==> src/rtl/instr_issuer_if.sv <==
// -----------------------------------------------------------------------------
// instr_issuer_if
// Issue-side handshake bundle between the instruction issuer and the execute
// stage.
//   instr_valid   issuer -> execute  decoded instruction present
//   instr_ready   execute -> issuer  execute stage accepts
//   instr_opcode  issuer -> execute  opcode byte
//   instr_operand issuer -> execute  {byte_2, byte_1}, unused bytes zeroed
//   instr_len     issuer -> execute  instruction length 1..3
//   instr_pc      issuer -> execute  code pointer the instruction came from
//   instr_illegal issuer -> execute  opcode class 2'b11
// Modports: master (issuer side), slave (execute side).
// -----------------------------------------------------------------------------
interface instr_issuer_if;
    logic        instr_valid;
    logic        instr_ready;
    logic [7:0]  instr_opcode;
    logic [15:0] instr_operand;
    logic [1:0]  instr_len;
    logic [7:0]  instr_pc;
    logic        instr_illegal;

    modport master (
        output instr_valid,
        output instr_opcode,
        output instr_operand,
        output instr_len,
        output instr_pc,
        output instr_illegal,
        input  instr_ready
    );

    modport slave (
        input  instr_valid,
        input  instr_opcode,
        input  instr_operand,
        input  instr_len,
        input  instr_pc,
        input  instr_illegal,
        output instr_ready
    );
endinterface

==> src/rtl/instr_issuer.sv <==
// -----------------------------------------------------------------------------
// instr_issuer
// Issue stage behind the fetcher. Decodes the instruction length from the
// opcode in the three-byte window at icp_value, advances icp_value by that
// length on each capture, honours the fetcher's inhibit stall and hands the
// decoded instruction to execute over a valid/ready handshake.
// Ports:
//   clk, rst_n          clock, asynchronous active-low reset
//   enable              run request (low parks the block in IDLE)
//   inhibit_cpu         fetcher stall, no capture while high
//   byte_0..byte_2      cache bytes at icp_value, +1, +2
//   icp_value           registered internal code pointer to the fetcher
//   issue               master side of the issue handshake bundle
//   instr_count         accepted handshakes, saturating
//   stall_count         cycles in LOAD with inhibit_cpu high, saturating
// -----------------------------------------------------------------------------
module instr_issuer #(
    parameter int CNT_WIDTH = 16
) (
    input  logic                 clk,
    input  logic                 rst_n,
    input  logic                 enable,
    input  logic                 inhibit_cpu,
    input  logic [7:0]           byte_0,
    input  logic [7:0]           byte_1,
    input  logic [7:0]           byte_2,
    output logic [7:0]           icp_value,
    instr_issuer_if.master       issue,
    output logic [CNT_WIDTH-1:0] instr_count,
    output logic [CNT_WIDTH-1:0] stall_count
);

    typedef enum logic [1:0] {IDLE, LOAD, HOLD} state_t;

    state_t      state;
    logic        valid_r;
    logic [7:0]  opcode_r;
    logic [15:0] operand_r;
    logic [1:0]  len_r;
    logic [7:0]  pc_r;
    logic        illegal_r;

    function automatic logic [1:0] decode_len(input logic [7:0] op);
        case (op[7:6])
            2'b00:   decode_len = 2'd1;
            2'b01:   decode_len = 2'd2;
            2'b10:   decode_len = 2'd3;
            default: decode_len = 2'd1;
        endcase
    endfunction

    function automatic logic [15:0] mask_operand(input logic [1:0] len,
                                                 input logic [7:0] b1,
                                                 input logic [7:0] b2);
        case (len)
            2'd2:    mask_operand = {8'h00, b1};
            2'd3:    mask_operand = {b2, b1};
            default: mask_operand = 16'h0000;
        endcase
    endfunction

    function automatic logic [CNT_WIDTH-1:0] sat_inc(input logic [CNT_WIDTH-1:0] v);
        sat_inc = (&v) ? v : v + 1'b1;
    endfunction

    logic [1:0] dec_len;
    logic       go;
    logic       accept;
    logic       capture;

    assign dec_len = decode_len(byte_0);
    assign go      = enable && !inhibit_cpu;
    assign accept  = (state == HOLD) && issue.instr_ready;
    // Capture either from LOAD or back-to-back right at the accepting edge.
    assign capture = go && ((state == LOAD) || accept);

    always_ff @(posedge clk or negedge rst_n) begin
        if (!rst_n) begin
            state       <= IDLE;
            valid_r     <= 1'b0;
            icp_value   <= 8'h00;
            opcode_r    <= 8'h00;
            operand_r   <= 16'h0000;
            len_r       <= 2'd0;
            pc_r        <= 8'h00;
            illegal_r   <= 1'b0;
            instr_count <= '0;
            stall_count <= '0;
        end else begin
            if (capture) begin
                opcode_r  <= byte_0;
                operand_r <= mask_operand(dec_len, byte_1, byte_2);
                len_r     <= dec_len;
                pc_r      <= icp_value;
                illegal_r <= (byte_0[7:6] == 2'b11);
                icp_value <= icp_value + {6'd0, dec_len};
            end
            case (state)
                IDLE: begin
                    valid_r <= 1'b0;
                    if (enable) state <= LOAD;
                end
                LOAD: begin
                    if (!enable) begin
                        state <= IDLE;
                    end else if (inhibit_cpu) begin
                        stall_count <= sat_inc(stall_count);
                    end else begin
                        valid_r <= 1'b1;
                        state   <= HOLD;
                    end
                end
                HOLD: begin
                    // Without ready everything holds; enable is looked at
                    // only once the pending instruction has been accepted.
                    if (issue.instr_ready) begin
                        instr_count <= sat_inc(instr_count);
                        if (!enable) begin
                            valid_r <= 1'b0;
                            state   <= IDLE;
                        end else if (inhibit_cpu) begin
                            valid_r <= 1'b0;
                            state   <= LOAD;
                        end
                    end
                end
                default: begin
                    valid_r <= 1'b0;
                    state   <= IDLE;
                end
            endcase
        end
    end

    assign issue.instr_valid   = valid_r;
    assign issue.instr_opcode  = opcode_r;
    assign issue.instr_operand = operand_r;
    assign issue.instr_len     = len_r;
    assign issue.instr_pc      = pc_r;
    assign issue.instr_illegal = illegal_r;

endmodule

==> src/flat_wrapper.sv <==
// flat-port wrapper written by rule: the top's interface ports become plain ports
module instr_issuer_flat 
#(
    parameter int CNT_WIDTH = 16
)
  (clk, rst_n, enable, inhibit_cpu, byte_0, byte_1, byte_2, icp_value, instr_count, stall_count, issue_instr_valid, issue_instr_opcode, issue_instr_operand, issue_instr_len, issue_instr_pc, issue_instr_illegal, issue_instr_ready);
  instr_issuer_if issue_i ();
  input  logic clk;
  input  logic rst_n;
  input  logic enable;
  input  logic inhibit_cpu;
  input  logic [7:0] byte_0;
  input  logic [7:0] byte_1;
  input  logic [7:0] byte_2;
  output logic [7:0] icp_value;
  output logic [CNT_WIDTH-1:0] instr_count;
  output logic [CNT_WIDTH-1:0] stall_count;
  output wire logic [$bits(issue_i.instr_valid)-1:0] issue_instr_valid;
  output wire logic [$bits(issue_i.instr_opcode)-1:0] issue_instr_opcode;
  output wire logic [$bits(issue_i.instr_operand)-1:0] issue_instr_operand;
  output wire logic [$bits(issue_i.instr_len)-1:0] issue_instr_len;
  output wire logic [$bits(issue_i.instr_pc)-1:0] issue_instr_pc;
  output wire logic [$bits(issue_i.instr_illegal)-1:0] issue_instr_illegal;
  input wire logic [$bits(issue_i.instr_ready)-1:0] issue_instr_ready;
  assign issue_instr_valid = issue_i.instr_valid;
  assign issue_instr_opcode = issue_i.instr_opcode;
  assign issue_instr_operand = issue_i.instr_operand;
  assign issue_instr_len = issue_i.instr_len;
  assign issue_instr_pc = issue_i.instr_pc;
  assign issue_instr_illegal = issue_i.instr_illegal;
  assign issue_i.instr_ready = issue_instr_ready;
  instr_issuer #(.CNT_WIDTH(CNT_WIDTH)) u_core (.clk(clk), .rst_n(rst_n), .enable(enable), .inhibit_cpu(inhibit_cpu), .byte_0(byte_0), .byte_1(byte_1), .byte_2(byte_2), .icp_value(icp_value), .issue(issue_i), .instr_count(instr_count), .stall_count(stall_count));
endmodule
==> config.mk <==
export PLATFORM = sky130hd
export DESIGN_NAME = instr_issuer_flat
export DESIGN_NICKNAME = d
export VERILOG_FILES = /design/src/rtl/instr_issuer_if.sv /design/src/rtl/instr_issuer.sv /design/src/flat_wrapper.sv
export SDC_FILE = /design/constraint.sdc
export NUM_CORES = 1
export LEC_CHECK = 0
export CORE_MARGIN = 8
export CORE_UTILIZATION = 47
export CTS_CLUSTER_SIZE = 30
export DETAILED_ROUTE_END_ITERATION = 16
export GPL_TIMING_DRIVEN = 1
export PLACE_DENSITY = 0.8
export SLEW_MARGIN = 20
export SYNTH_ARGS = -nofsm -noshare
export SYNTH_HDL_FRONTEND = slang
export SYNTH_SLANG_ARGS = --single-unit
==> constraint.sdc <==
create_clock -name clk -period 2.1 [get_ports clk]
set_input_delay 0.21 -clock clk [delete_from_list [all_inputs] [get_ports clk]]
set_output_delay 0.21 -clock clk [all_outputs]
set_load 0.02 [all_outputs]
* After elaboration in Yosys (flattened, before gate mapping)
Index checks and enable logic that the tools add are counted.
** Storage, ports and cells
- Bits in registers :: 78
- Output and inout port bits :: 76
- Input bits :: 29
** Operators by class
- Reduce and logical (&&, ||, !) cells :: 12
- $add $sub $neg :: 3
- Multiplexer cells :: 15
- Eq/ne operators :: 13
- Bitwise gates (word level) :: 2
** Operators with widths (count)
- $add A16 B1 Y16 const B :: 2
- $pmux W16 S2 :: 1
- $reduce_and A16 Y1 :: 2
- $mux W2 :: 6
- $reduce_and A4 Y1 :: 3
- $eq A2 B2 Y1 const B :: 5
- $add A8 B2 Y8 :: 1
- $ne A2 B2 Y1 const B :: 4
- $ne A3 B3 Y1 const B :: 2
- $pmux W2 S3 :: 1
- $mux W1 :: 5
- $eq A2 B1 Y1 const B :: 2
- $pmux W2 S2 :: 1
- $logic_and A1 B1 Y1 :: 3
- $reduce_and A3 Y1 :: 1
- $logic_not A2 Y1 :: 1
- $not A1 Y1 :: 2
- $pmux W1 S2 :: 1
- $logic_not A1 Y1 :: 1
- $logic_or A1 B1 Y1 :: 1

* Depth between registers and ports, before layout
- Word-level depth :: 4
- Depth in mapped cells :: 8
- Gate-level depth less buffers :: 8

* Least setup slack after synthesis
No wires, ideal clock.
- Kind :: input to register
- Start point :: in byte_0[6]
- End point :: reg u_core.icp_value[7]
- Arrival :: 1775 ps
- Path buffers :: 0
- Library setup time :: 129 ps
- Data required time :: 1971 ps
- Stages :: 8
- Path slack :: 196 ps
- Cell sequence :: inv_1 > ha_1 > clkinv_1 > ha_1 > a21oi_1 > a2111oi_4 > nand3_1 > xnor2_1
** Between the ends
- Word-level cells in the longest chain between the ends :: 3
- Elaborated cells between the ends (all ways) :: 4
- Those cells by class :: 1 x add/sub; 2 x eq/ne; 1 x mux
** Ends and longest elaborated chain
- start, declared :: line flat_wrapper.sv:12 : input logic [7:0] byte_0;
- $eq A2 B2 Y1 / $eq A2 B1 Y1 (equally long branches) :: line instr_issuer.sv:44 : case (op[7:6])
- $pmux W2 S2 (*) :: line instr_issuer.sv:44
- via u_core.dec_len[1] :: line instr_issuer.sv:66 : logic [1:0] dec_len;
- $add A8 B2 Y8 (*) :: line instr_issuer.sv:96 : icp_value <= icp_value + {6'd0, dec_len};
- end signal, assigned :: line instr_issuer.sv:96
- end, declared :: line instr_issuer.sv:27 : output logic [7:0] icp_value,
Mark *: on every way through the listed nets, which the timed path passes. The rest lies on a longest branch.
A chain may end at the register's enable or synchronous reset.

* Final worst setup path
- Start point :: in byte_0[6]
- End point :: reg u_core.icp_value[6]
** Between the ends
- Word-level cells in the longest chain between the ends :: 3
- Elaborated cells between the ends (all ways) :: 4
- Those cells by class :: 1 x add/sub; 2 x eq/ne; 1 x mux
** Ends and longest elaborated chain (line)
- $eq A2 B2 Y1 / $eq A2 B1 Y1 (equally long branches) :: instr_issuer.sv:44
- $pmux W2 S2 (*) :: instr_issuer.sv:44
- $add A8 B2 Y8 (*) :: instr_issuer.sv:96
Every way passes the cells marked *; elsewhere a longest branch is shown, timed or not.

==> impl_metrics.yaml <==
power_and_ir_drop:
  power.internal_w: 0.00329
  p_leak_nw: 2.30
  p_switching_w: 0.00161
  switching_share_pct: 32.9
  clockPowerShare_pct: 25.6
  ir_worst_vdd_mv: 0.841
  pwr-share-comb_pct: 32.9
  seqPwrFrac_pct: 41.6
  power.density_nw_per_um2: 975
worst_setup_path:
  cpPeakStageDelay_ps: 480
  crit_path_end_kind: "flip-flop"
  crit_slowest_cell: "clkdlybuf4s50_1"
  arrival_ps: 2260
  cp_num_buf_inv: 3
  required_ps: 2360
  reg2regPathDepth: 5
  crit_fanout: 3
  crit_path_cell_trace: "clkdlybuf4s50_1 > inv_1 > ha_1 > buf_4 > fa_1 > nor4b_1 > xor2_1"
  worstSetupStartpointType: "input port"
  cp.depth: 7
  crit_family: "adder cells"
  path_class: "in2reg"
global_route:
  grt_max_degree: 49
  gr-total-overflow: 0
  grt_pass1_wl_um: 13400
  antenna_found_initial: 0
  grt_pass1_vias: 2846
  grtUsageTotal_pct: 16.1
logic_synthesis:
  muxShareOfSynthArea_pct: 6.43
  ys.warnings.count: 0
  synth_ff_type: "dfrtp_1"
  synth_compound_area_share_pct: 7.02
  syn_nets: 353
  ys_top_cells_by_area: "dfrtp_1, mux2_2, nand2_1"
  synth-simple-area-share_pct: 19.9
  syn_avg_cell_area_um2: 11.3
  ys_types: 47
  async_reset_ff_share_pct: 100
  yosysSeqAreaShare_pct: 54.8
  ys_seq_elements: 78
  synthAdderAreaFrac_pct: 3.02
  netlist_area_um2: 3560
  synth_xor_xnor_area_share_pct: 6.64
  synth-edff-count: 0
  synth_area_leader_cell: "dfrtp_1"
  synth_top_family_by_area: "simple AND/OR/NAND/NOR gates"
  synthCells: 316
  netlist.area_leader.share_pct: 54.8
die:
  coreArea_um2: 7290
  start_util_pct: 48.9
  num_io_pins: 105
  die_area_um2: 10600
  die_x_um: 103
  num_rows: 31
  die_height_um: 103
layout:
  mostFrequentLayoutCell: "clkdlybuf4s50_1"
  drive_above_1_share_pct: 14.7
  stdcell_count: 541
  num-fill-cells: 574
  fin_nets: 474
  fin_area_um2: 5030
  most-common-layout-cells: "clkdlybuf4s50_1, dfrtp_1, nand2_1"
  fin_util_pct: 68.9
  diodes: 0
  syn2layout_area_growth_pct: 41.0
route:
  wl_per_cell_um: 15.0
  vias_per_cell: 4.99
  ant_nets: 0
  dr_total_vias: 2702
  firstDrtPassIters: 4
  drt_iter0_markers: 42
  drc: 0
  wirelength_um: 8140
sta:
  skew_ps: 10.8
  fmax_ghz: 0.500
  worstMarginPinSlew_ps: 607
  hold_viol_final: 0
  worst_slack_ps: 101
  rsz0062_at_grt: "no"
  period_share_pct: 95.2
  slew_headroom_pct: 59.6
  period_minus_slack_ps: 2000
  finalSetupTns_ps: 0
  setup_viol: 0
  maxSlewViolCount: 0
clocking:
  clock_sinks: 78
  clock_path_buffers: 2
  worstSkewPairLatency_ps: 340
  cts_setup_buffers: 0
  numCtsBuffers: 9
  cts_tree: "yes"
  cts-root-buf: "clkbuf_8"
  htreeDepth: 3
  path_clk_slew_ps: 80
min_path:
  hold_path.class: "in2async"
placement:
  place.gp.congestion: 0.794
  dp_hpwl_um: 6080
  numPortBuffers: 104
  place_inst: 524
  placed_area_um2: 4790
  pre_cts_slack_ps: -190
run:
  cap_violations: 0
outcome:
  status: "completed"
cells by family (layout without fill, tap and decap cells):
family | count (synthesis) | count (layout)
muxes | 20 | 20
buffers and inverters | 18 | 144
DFF | 78 | 78
adders and majority gates | 8 | 8
and+or+nand+nor | 123 | 123
xor gates and xnor gates | 27 | 27
AOI/OAI and AO/OA | 42 | 42
power groups by stage:
stage	sequential [W]	clock [W]	combinational, W
2_1_floorplan	0.00239	0	0.000420
3_3_place_gp	0.00205	0	0.00159
3_5_place_dp	0.00207	0	0.00162
4_1_cts	0.00204	0.00129	0.00164
5_1_grt	0.00209	0.00134	0.00174
6_report	0.00204	0.00125	0.00161
cell usage after synthesis (3+ instances only):
library cell and count:
mux2_2 18, nand2b_1 4, nand3_1 12, nor4_4 3
nand2_1 52, nand4_1 5, inv_1 8, a21oi_1 7
and3_1 4, dfrtp_1 78, nand4_2 4, xnor2_1 5
nor3_1 8, nor2_1 6, buf_2 3, nor4_1 6
ha_1 7, or3_1 3, xor2_1 22, o21ai_0 26
buf_1 3
registers in the layout, summed over array words and instances (netlist names):
register and count:
u_core.instr_count 16, u_core.icp_value 8, u_core.issue.instr_valid 1, u_core.issue.instr_len 2, u_core.state 2, u_core.issue.instr_illegal 1
u_core.issue.instr_pc 8, u_core.issue.instr_opcode 8, u_core.stall_count 16, u_core.issue.instr_operand 16
per-layer routing:
metal  GRT usage (%)  up-vias  wire length, um
li1                -     1349                -
met1            18.4     1268             3440
met2            25.6       78             3700
met3            8.78        7              924
met4            4.45        0               74
met5               0        -                0
what timing repair did:
| action | 4_1_cts | 5_1_grt |
|---|---|---|
| hold buffers | 1 | 0 |
| gates resized for setup | 0 | 1 |
| hold endpoints to repair | 46 | 0 |
| setup endpoints to repair | 0 | 2 |
final cells by class:
type	instances	area (um^2)	area share, %
flip-flops and latches	78	1950	38.8
multi-input cells	220	1540	30.6
inverters	9	33.8	0.672
clock inverters	5	81.3	1.62
well taps	99	124	2.46
repair buffers	119	1150	23.0
clock buffers	11	141	2.81
through the flow:
stage	power, W	hold slack [ps]
final	0.00490	407
after global routing	0.00518	407
after CTS	0.00496	396
after detailed placement	0.00368	264
after global placement	0.00364	266
after floorplan	0.00281	-85.6
path summary, 6_finish.rpt:
kind / startpoint / end / slack (ps)
setup / recovery: byte_0[6] / u_core.icp_value[6] / 100
hold / removal: rst_n / u_core.instr_count[9] / 410
setup reg to reg: u_core.instr_count[0] / u_core.instr_count[1] / 190
hold reg to reg: u_core.issue.instr_operand[0] / u_core.issue.instr_operand[0] / 480
max in group asynchronous: rst_n / u_core.icp_value[6] / 990
min in group clk: byte_2[5] / u_core.issue.instr_operand[13] / 410
Note: power is estimated with default switching activity, not from simulation.
